`src/rtl/score4_pkg.sv`:
```
// Shared types and defaults for the Score 4 game controller.
package score4_pkg;

  localparam int unsigned N_COLS  = 7;
  localparam int unsigned N_ROWS  = 6;
  localparam int unsigned WIN_LEN = 4;

  typedef enum logic [1:0] {
    EMPTY = 2'b00,
    P_A   = 2'b01,
    P_B   = 2'b10
  } cell_t;

  typedef logic [N_COLS-1:0][N_ROWS-1:0][1:0] panel_t;

  typedef enum logic [2:0] {
    StIdle,
    StDrop,
    StCheck,
    StResult,
    StOver
  } state_t;

  typedef struct packed {
    logic signed [3:0] dcol;
    logic signed [3:0] drow;
  } dir_t;

  // Index 0..3: horizontal, vertical, diagonal, anti-diagonal.
  localparam dir_t [3:0] DIR_TABLE = {
    dir_t'{dcol: 4'sd1, drow: -4'sd1},
    dir_t'{dcol: 4'sd1, drow: 4'sd1},
    dir_t'{dcol: 4'sd0, drow: 4'sd1},
    dir_t'{dcol: 4'sd1, drow: 4'sd0}
  };

endpackage

```
`src/rtl/score4_btn_edge.sv`:
```
// Button front end: 2-FF synchroniser followed by a registered rising-edge pulse.
module score4_btn_edge (
  input  logic clk_i,
  input  logic rst_ni,
  input  logic btn_i,
  output logic pulse_o
);

  logic sync1_q, sync2_q, prev_q, pulse_q;

  always_ff @(posedge clk_i or negedge rst_ni) begin
    if (!rst_ni) begin
      sync1_q <= 1'b0;
      sync2_q <= 1'b0;
      prev_q  <= 1'b0;
      pulse_q <= 1'b0;
    end else begin
      sync1_q <= btn_i;
      sync2_q <= sync1_q;
      prev_q  <= sync2_q;
      pulse_q <= sync2_q & ~prev_q;
    end
  end

  assign pulse_o = pulse_q;

endmodule

```
`src/rtl/score4_game_ctrl.sv`:
```
// Score 4 game sequencer: cursor, drops, fixed-latency win check, status flags.
// Optional CURSOR_WRAP_EN: cursor wraps at the panel edges instead of saturating.
module score4_game_ctrl #(
  parameter int unsigned N_COLS  = score4_pkg::N_COLS,
  parameter int unsigned N_ROWS  = score4_pkg::N_ROWS,
  parameter int unsigned WIN_LEN = score4_pkg::WIN_LEN
) (
  input  logic                              clk_i,
  input  logic                              rst_ni,
  input  logic                              left_i,
  input  logic                              right_i,
  input  logic                              put_i,
  output logic [N_COLS-1:0][N_ROWS-1:0][1:0] panel_o,
  output logic [N_COLS-1:0]                 play_o,
  output logic                              turn_o,
  output logic                              player_o,
  output logic                              invalid_move_o,
  output logic                              win_a_o,
  output logic                              win_b_o,
  output logic                              full_panel_o
);
  import score4_pkg::*;

  localparam int unsigned ColW  = $clog2(N_COLS);
  localparam int unsigned RowW  = $clog2(N_ROWS);
  localparam int unsigned CntW  = $clog2(N_COLS * N_ROWS + 1);
  localparam int unsigned Steps = WIN_LEN - 1;
  localparam logic signed [3:0] ColLim = 4'(N_COLS);
  localparam logic signed [3:0] RowLim = 4'(N_ROWS);
  localparam logic [N_COLS-1:0] PlayRst = N_COLS'(1) << (N_COLS / 2);
  localparam logic [CntW-1:0] CellsTotal = CntW'(N_COLS * N_ROWS);

  logic left_e, right_e, put_e;
  state_t state_q;
  logic [N_COLS-1:0][N_ROWS-1:0][1:0] panel_q;
  logic [N_COLS-1:0] play_q, play_left, play_right;
  logic turn_q, inv_q, win_a_q, win_b_q, full_q, hit_q, brk_pos_q, brk_neg_q;
  logic [ColW-1:0] col_q, cur_col;
  logic [RowW-1:0] row_q, low_row;
  logic [CntW-1:0] pieces_q;
  logic [1:0] dir_q;
  logic [2:0] sub_q;
  logic [3:0] cnt_q, cnt_nxt;
  logic col_full, pos_side, in_bounds, match, inc;
  logic signed [3:0] k_s, pcol_s, prow_s;
  logic [1:0] mover;
  dir_t dir;

  score4_btn_edge u_left  (.clk_i(clk_i), .rst_ni(rst_ni), .btn_i(left_i),  .pulse_o(left_e));
  score4_btn_edge u_right (.clk_i(clk_i), .rst_ni(rst_ni), .btn_i(right_i), .pulse_o(right_e));
  score4_btn_edge u_put   (.clk_i(clk_i), .rst_ni(rst_ni), .btn_i(put_i),   .pulse_o(put_e));

  assign mover = turn_q ? P_B : P_A;

  always_comb begin
    cur_col = '0;
    for (int i = 0; i < N_COLS; i++) begin
      if (play_q[i]) cur_col = ColW'(i);
    end
    low_row = '0;
    for (int r = N_ROWS - 1; r >= 0; r--) begin
      if (panel_q[cur_col][r] == EMPTY) low_row = RowW'(r);
    end
  end

  assign col_full = panel_q[cur_col][N_ROWS-1] != EMPTY;

  // sub_q 0..Steps-1 probes offsets +1..+Steps, the rest probe -1..-Steps.
  always_comb begin
    dir       = DIR_TABLE[dir_q];
    pos_side  = sub_q < 3'(Steps);
    k_s       = pos_side ? 4'(sub_q) + 4'd1 : 4'(Steps - 1) - 4'(sub_q);
    pcol_s    = $signed(4'(col_q)) + k_s * dir.dcol;
    prow_s    = $signed(4'(row_q)) + k_s * dir.drow;
    in_bounds = (pcol_s >= 4'sd0) && (pcol_s < ColLim) && (prow_s >= 4'sd0) && (prow_s < RowLim);
    match     = in_bounds && (panel_q[pcol_s[ColW-1:0]][prow_s[RowW-1:0]] == mover);
    inc       = match && (pos_side ? !brk_pos_q : !brk_neg_q);
    cnt_nxt   = cnt_q + {3'b000, inc};
  end

`ifdef CURSOR_WRAP_EN
  assign play_left  = {play_q[0], play_q[N_COLS-1:1]};
  assign play_right = {play_q[N_COLS-2:0], play_q[N_COLS-1]};
`else
  assign play_left  = play_q[0] ? play_q : play_q >> 1;
  assign play_right = play_q[N_COLS-1] ? play_q : play_q << 1;
`endif

  always_ff @(posedge clk_i or negedge rst_ni) begin
    if (!rst_ni) begin
      state_q   <= StIdle;
      panel_q   <= '0;
      play_q    <= PlayRst;
      turn_q    <= 1'b0;
      inv_q     <= 1'b0;
      win_a_q   <= 1'b0;
      win_b_q   <= 1'b0;
      full_q    <= 1'b0;
      hit_q     <= 1'b0;
      brk_pos_q <= 1'b0;
      brk_neg_q <= 1'b0;
      col_q     <= '0;
      row_q     <= '0;
      pieces_q  <= '0;
      dir_q     <= '0;
      sub_q     <= '0;
      cnt_q     <= '0;
    end else begin
      unique case (state_q)
        StIdle: begin
          if (put_e) begin
            if (col_full) begin
              inv_q <= 1'b1;
            end else begin
              inv_q   <= 1'b0;
              col_q   <= cur_col;
              row_q   <= low_row;
              state_q <= StDrop;
            end
          end else if (left_e ^ right_e) begin
            inv_q  <= 1'b0;
            play_q <= left_e ? play_left : play_right;
          end
        end
        StDrop: begin
          panel_q[col_q][row_q] <= mover;
          pieces_q  <= pieces_q + 1'b1;
          dir_q     <= '0;
          sub_q     <= '0;
          cnt_q     <= 4'd1;
          brk_pos_q <= 1'b0;
          brk_neg_q <= 1'b0;
          hit_q     <= 1'b0;
          state_q   <= StCheck;
        end
        StCheck: begin
          if (cnt_nxt >= 4'(WIN_LEN)) hit_q <= 1'b1;
          if (pos_side && !match) brk_pos_q <= 1'b1;
          if (!pos_side && !match) brk_neg_q <= 1'b1;
          cnt_q <= cnt_nxt;
          if (sub_q == 3'(2 * Steps - 1)) begin
            sub_q     <= '0;
            dir_q     <= dir_q + 2'd1;
            cnt_q     <= 4'd1;
            brk_pos_q <= 1'b0;
            brk_neg_q <= 1'b0;
            if (dir_q == 2'd3) state_q <= StResult;
          end else begin
            sub_q <= sub_q + 3'd1;
          end
        end
        StResult: begin
          if (pieces_q == CellsTotal) full_q <= 1'b1;
          if (hit_q) begin
            if (turn_q) win_b_q <= 1'b1;
            else win_a_q <= 1'b1;
            state_q <= StOver;
          end else if (pieces_q == CellsTotal) begin
            state_q <= StOver;
          end else begin
            turn_q  <= ~turn_q;
            state_q <= StIdle;
          end
        end
        StOver: state_q <= StOver;
        default: state_q <= StIdle;
      endcase
    end
  end

  assign panel_o        = panel_q;
  assign play_o         = play_q;
  assign turn_o         = turn_q;
  assign player_o       = turn_q;
  assign invalid_move_o = inv_q;
  assign win_a_o        = win_a_q;
  assign win_b_o        = win_b_q;
  assign full_panel_o   = full_q;

endmodule

```
`config.mk`:
```
export PLATFORM = sky130hd
export DESIGN_NAME = score4_game_ctrl
export DESIGN_NICKNAME = d
export VERILOG_FILES = /design/src/rtl/score4_pkg.sv /design/src/rtl/score4_btn_edge.sv /design/src/rtl/score4_game_ctrl.sv
export SDC_FILE = /design/constraint.sdc
export NUM_CORES = 1
export LEC_CHECK = 0
export ABC_CLOCK_PERIOD_IN_PS = 14370
export BUFFER_PORTS_ARGS = -buffer_cell sky130_fd_sc_hd__buf_2
export CAP_MARGIN = 20
export CORE_UTILIZATION = 50
export CTS_BUF_LIST = sky130_fd_sc_hd__clkbuf_16
export CTS_CLUSTER_SIZE = 30
export DETAILED_ROUTE_END_ITERATION = 10
export HOLD_SLACK_MARGIN = 0.08
export MAX_ROUTING_LAYER = met4
export PLACE_DENSITY = 0.8
export SYNTH_ARGS = -nofsm -noshare
export SYNTH_HDL_FRONTEND = slang
export SYNTH_SLANG_ARGS = --single-unit
export TNS_END_PERCENT = 1
```
`constraint.sdc`:
```
create_clock -name clk_i -period 14.37 [get_ports clk_i]
set_input_delay 2.1555 -clock clk_i [delete_from_list [all_inputs] [get_ports clk_i]]
set_output_delay 2.1555 -clock clk_i [all_outputs]
set_load 0.05 [all_outputs]
```
==> results of run 1 <==
## cell families after synthesis
| kind of cell | share of synthesized area (%) |
|---|---|
| muxes | 12.8 |
| buffers and inverters | 3.66 |
| AOI/OAI and AO/OA | 18.1 |
| adders and majority gates | 4.01 |
| xor gates and xnor gates | 2.36 |
| DFF | 45.6 |
| and+or+nand+nor | 13.5 |
## area by class of cell
class | instances | area (µm²) | share of cell area (%)
clock buffer | 17 | 425 | 4.89
tap | 184 | 230 | 2.65
clock inverter | 14 | 209 | 2.40
multi-input combinational | 537 | 3800 | 43.7
timing repair buffer | 113 | 602 | 6.91
inverter | 14 | 52.6 | 0.604
sequential | 135 | 3380 | 38.8
## cell usage in the layout (no fill, tap or decap), types with 5 or more instances in the layout
master,n
dfrtp_1,133
inv_1,15
mux2i_1,15
nor2_1,57
o21ai_0,26
nand2_1,84
mux2_2,45
o311a_1,5
and3_1,6
bufinv_16,5
buf_4,12
xnor2_1,15
o211ai_1,6
a211oi_1,5
nor2b_1,11
mux4_2,10
o311ai_0,7
ha_1,19
nor3_1,13
or3_1,5
buf_2,100
clkbuf_16,17
o21bai_1,6
xor2_1,5
a22oi_1,5
a31oi_1,50
a21oi_1,61
## state kept, by name, summed over array words and instances (netlist names), 2 cells and up
register,flops
cnt_q,4
col_q,3
dir_q,2
panel_o,84
pieces_q,6
play_o,7
row_q,3
state_q,3
sub_q,3
## layer usage
| layer | track usage (%) | vias to the layer above |
|---|---|---|
| li1 | - | 2870 |
| met1 | 38.0 | 3175 |
| met2 | 43.1 | 352 |
| met3 | 6.59 | 69 |
| met4 | 13.9 | 0 |
| met5 | - | - |
## final timing paths
check | start | end | depth (start not counted)
max | sub_q[0] | hit_q | 19
min | u_left.sync1_q | u_left.sync2_q | 0
max reg2reg | sub_q[0] | hit_q | 19
min reg2reg | u_left.sync1_q | u_left.sync2_q | 0
max in group asynchronous | rst_ni | panel_o[30] | 2
min in group asynchronous | rst_ni | panel_o[71] | 1
## power breakdown
part	internal (mW)	switching [mW]	total, mW
Sequential	0.430	0.0656	0.496
Clock	0.305	0.165	0.471
Combinational	0.322	0.564	0.886
## through the flow
| stage | setup slack [ps] | cells | area (µm²) |
|---|---|---|---|
| final | 9050 | 1014 | 8700 |
| after global placement | 9330 | 983 | 8070 |
| after floorplan | 9640 | 736 | 7420 |
| after CTS | 9070 | 1014 | 8700 |
| after detailed placement | 9150 | 983 | 8070 |
| after global routing | 8650 | 1014 | 8700 |
==> results.yml, run 1 <==
worst_setup_path:
  r2r_setup_slack_ps: 9050
  crit_buf_inv: 1
  crit_path_start_kind: "register"
  critPathSlowestCell: "nor2b_1"
  worstSetupEndpointType: "register"
  worstSetupPathType: "register to register"
  worst_ep_required_time_ps: 14680
  critPathMaxStageDelay_ps: 600
  cp_cell_sequence: "a21oi_1 > xnor2_1 > nor2_1 > ha_1 > ha_1 > buf_4 > nor2b_1 > a21oi_1 > a22o_1 > a21oi_1 > a221oi_2 > and3_1 > mux2_4 > and2_1 > ha_1 > ha_1 > nor3_1 > a31oi_1 > a22o_1"
  crit_arrival_ps: 5630
  path_max_fanout: 16
  crit_family: "compound AO/OA/AOI/OAI gates"
  cp_common_cell: "ha_1"
place:
  routabilityCongestion: 0.953
  port_buffers: 101
  post-dp-hpwl_um: 13700
synthesis:
  synth.avg_cell_area_um2: 10.1
  yosysTopAreaCellShare_pct: 45.2
  ys_seq_elements: 135
  ys.warnings.count: 0
  ys_seq_area_share_pct: 45.6
  yosysMostFrequentCell: "dfrtp_1"
  syn-num-nets: 763
  synth_edf_count: 0
  syn_area_um2: 7420
  synthDistinctLibCells: 72
  synth_common_cells: "dfrtp_1, nand2_1, a21oi_1, nor2_1, a31oi_1"
  postSynthCellCount: 736
  synthFlopType: "dfrtp_1"
  yosysTopAreaCell: "dfrtp_1"
  synthArstFlopShare_pct: 100
  ys_top_cells_by_area: "dfrtp_1, mux2_2, nand2_1"
die:
  fp.coreArea_um2: 14500
  die_w_um: 124
  die_h_um: 124
  ios: 102
  rows: 44
  start_util_pct: 51.2
  dieArea_um2: 15300
routing:
  viasPerCell: 6.38
  totalWireLength_um: 20400
  wl_met1_um: 8420
  wl_met2_um: 9510
  drt_iter0_markers: 791
  dr.pass1.iters: 5
  routed-via-count: 6466
  topRoutingLayerUsed: "met4"
  drcViolationCount: 0
  dr_wl_met3_um: 1640
  wire_per_inst_um: 20.1
  ant_nets: 0
timing:
  max_slew_margin_pct: 24.7
  fin_crit_ps: 5320
  drv_slew: 0
  max_freq_ghz: 0.188
  holdWs_ps: 350
  tns_ps: 0
  fin_skew_ps: 10.3
  post-route-period-util_pct: 37.1
  hold_violations: 0
  worst_pin_slew_ps: 1120
  setup_viol: 0
  rsz0062_at_grt: "no"
global_route:
  grt_usage_pct: 29.1
  overflow: 0
  grt_pass1_vias: 6080
  antenna_found_initial: 0
  grt_pass1_wl_um: 32500
  grt_max_degree: 90
clock_network:
  htreeDepth: 4
  cts_sinks: 135
  cts_tree: "done"
  cts-root-buf: "clkbuf_16"
  numCtsBuffers: 17
  cts_resized: 0
  clkLatencyLatePin_ps: 430
  post_cts_buffers: 0
  cts_hold_buf: 0
  clockBufferDepth: 2
  clk_pin_slew_worst_paths_ps: 60
finish:
  syn2layout_area_growth_pct: 17.3
  drive_above_1_share_pct: 26.7
  fin_nets: 845
  fill_cells: 1190
  fin_util_pct: 60.1
  diodes: 0
power_and_ir_drop:
  powerDensity_nw_per_um2: 213
  total_power_mw: 1.85
  p_leak_nw: 4.19
  max-vdd-ir-drop_uv: 138
run:
  maxCapViolations: 0
outcome:
  outcome: "complete, no violations"
min_path:
  hp-class: "register to register"
Power figures use the tool's default switching activity.
==> run 2: changes to the inputs <==
ABC_CLOCK_PERIOD_IN_PS = 5300   (was 14370)
clock period = 5.3 ns   (was 14.37 ns; I/O delays follow)
==> results.yml, run 2 (synthesis results as in run 1) <==
timing:
  rsz0062_at_grt: "no"
  hold_violations: 0
  fin_crit_ps: 5040
  fin_skew_ps: 6.69
  worst_pin_slew_ps: 1050
  holdWs_ps: 349
  drv_slew: 0
  max_slew_margin_pct: 29.9
  tns_ps: 0
  layout_setup_ws_ps: 263
  post-route-period-util_pct: 95.0
  setup_viol: 0
  max_freq_ghz: 0.199
worst_setup_path:
  cp_cell_sequence: "ha_1 > xnor2_1 > nor2_1 > ha_1 > ha_1 > mux4_2 > nor2b_4 > a211oi_2 > a21oi_1 > a221oi_2 > nor4b_1 > mux2_4 > and2_1 > ha_1 > ha_1 > nor3_1 > a31oi_1 > a22o_1"
  ff2ff_path_depth: 18
  worstSetupPathType: "register to register"
  path_max_fanout: 16
  crit_family: "adder cells"
  crit_arrival_ps: 5350
  crit_path_start_kind: "register"
  critPathMaxStageDelay_ps: 750
  crit_buf_inv: 0
  worst-path-stages: 18
  critPathSlowestCell: "ha_1"
  cp_common_cell: "ha_1"
  worstSetupEndpointType: "register"
  worst_ep_required_time_ps: 5610
clock_network:
  cts_hold_buf: 0
  cts_resized: 0
  clockBufferDepth: 2
  cts_sinks: 135
  cts-root-buf: "clkbuf_16"
  cts_tree: "done"
  numCtsBuffers: 17
  post_cts_buffers: 0
  htreeDepth: 4
  clk_pin_slew_worst_paths_ps: 60
  clkLatencyLatePin_ps: 420
power_and_ir_drop:
  power_frac_clock_pct: 22.6
  switching_share_pct: 44.0
  switchingPower_mw: 2.16
  comb_power_share_pct: 50.0
  total_power_mw: 4.91
  p_leak_nw: 4.16
  powerDensity_nw_per_um2: 569
  power.internal_mw: 2.75
  max-vdd-ir-drop_uv: 412
  pwr-share-seq_pct: 27.4
min_path:
  hold-path-cell-count: 0
  hp-class: "register to register"
routing:
  totalWireLength_um: 20600
  drcViolationCount: 0
  routed-via-count: 6395
  viasPerCell: 6.29
  dr.pass1.iters: 5
  drt_iter0_markers: 548
  ant_nets: 0
  wire_per_inst_um: 20.3
place:
  port_buffers: 101
  dp_cells: 985
  pre_cts_slack_ps: 317
  post-dp-hpwl_um: 13700
  routabilityCongestion: 0.932
  placed_cell_area_um2: 8080
die:
  die_h_um: 124
  die_w_um: 124
  dieArea_um2: 15300
  rows: 44
  start_util_pct: 51.2
  ios: 102
  fp.coreArea_um2: 14500
outcome:
  outcome: "complete, no violations"
finish:
  largest_reg_flops: 84
  diodes: 0
  layout_common_cells: "dfrtp_1, buf_2, nand2_1"
  layout_commonest_cell: "dfrtp_1"
  syn2layout_area_growth_pct: 16.5
  finalNonFillerCells: 1016
  finalInstanceArea_um2: 8640
  drive_above_1_share_pct: 26.9
  fin_util_pct: 59.7
  fin_nets: 848
global_route:
  overflow: 0
  grt_usage_pct: 29.3
  grt_pass1_vias: 6096
  grt_pass1_wl_um: 32500
  antenna_found_initial: 0
  grt_max_degree: 91
run:
  maxCapViolations: 0
run 2: cell types whose count changed in the layout (fill, tap and decap cells not counted):
| cell | before | now |
|---|---|---|
| buf_4 | 12 | 14 |
| clkinv_1 | 2 | 4 |
| nor4_1 | 4 | 3 |
| nor4_2 | 2 | 3 |
| clkinv_4 | 4 | 0 |
| nor2b_1 | 11 | 10 |
| clkinv_2 | 1 | 3 |
| clkbuf_2 | 0 | 1 |
| nor2b_2 | 1 | 2 |
| clkinvlp_4 | 1 | 3 |
| bufinv_16 | 5 | 2 |
run 2: cell type report:
cell class	count	area, µm²
clock buffer	17	425
clock inverter	13	116
fill	1243	5840
inverter	14	52.6
multi-input combinational	537	3810
sequential	135	3380
tap	184	230
timing repair buffer	116	622
run 2: final timing paths:
kind                                      start         endpoint  slack (ps)
worst max-delay path                   sub_q[0]            hit_q         260
worst min-delay path            u_right.sync1_q  u_right.sync2_q         350
worst max register to register         sub_q[0]            hit_q         260
worst min register to register  u_right.sync1_q  u_right.sync2_q         350
max in group asynchronous                rst_ni       panel_o[6]        3660
min in group asynchronous                rst_ni        play_o[6]         410
run 2: per-layer routing:
| layer | routed length, µm | GRT usage [%] | up-vias |
|---|---|---|---|
| met5 | 0 | - | - |
| met4 | 677 | 13.9 | 0 |
| met3 | 1570 | 6.46 | 55 |
| met2 | 9710 | 44.4 | 305 |
| met1 | 8640 | 37.3 | 3163 |
| li1 | - | - | 2872 |
run 2: power by group through the flow:
stage	sequential [mW]	combinational, mW	clock, mW
floorplan	1.52	1.71	0
global placement	1.35	2.34	0
detailed placement	1.35	2.39	0
CTS	1.34	2.41	1.12
global route	1.36	2.62	1.16
finish	1.35	2.46	1.11
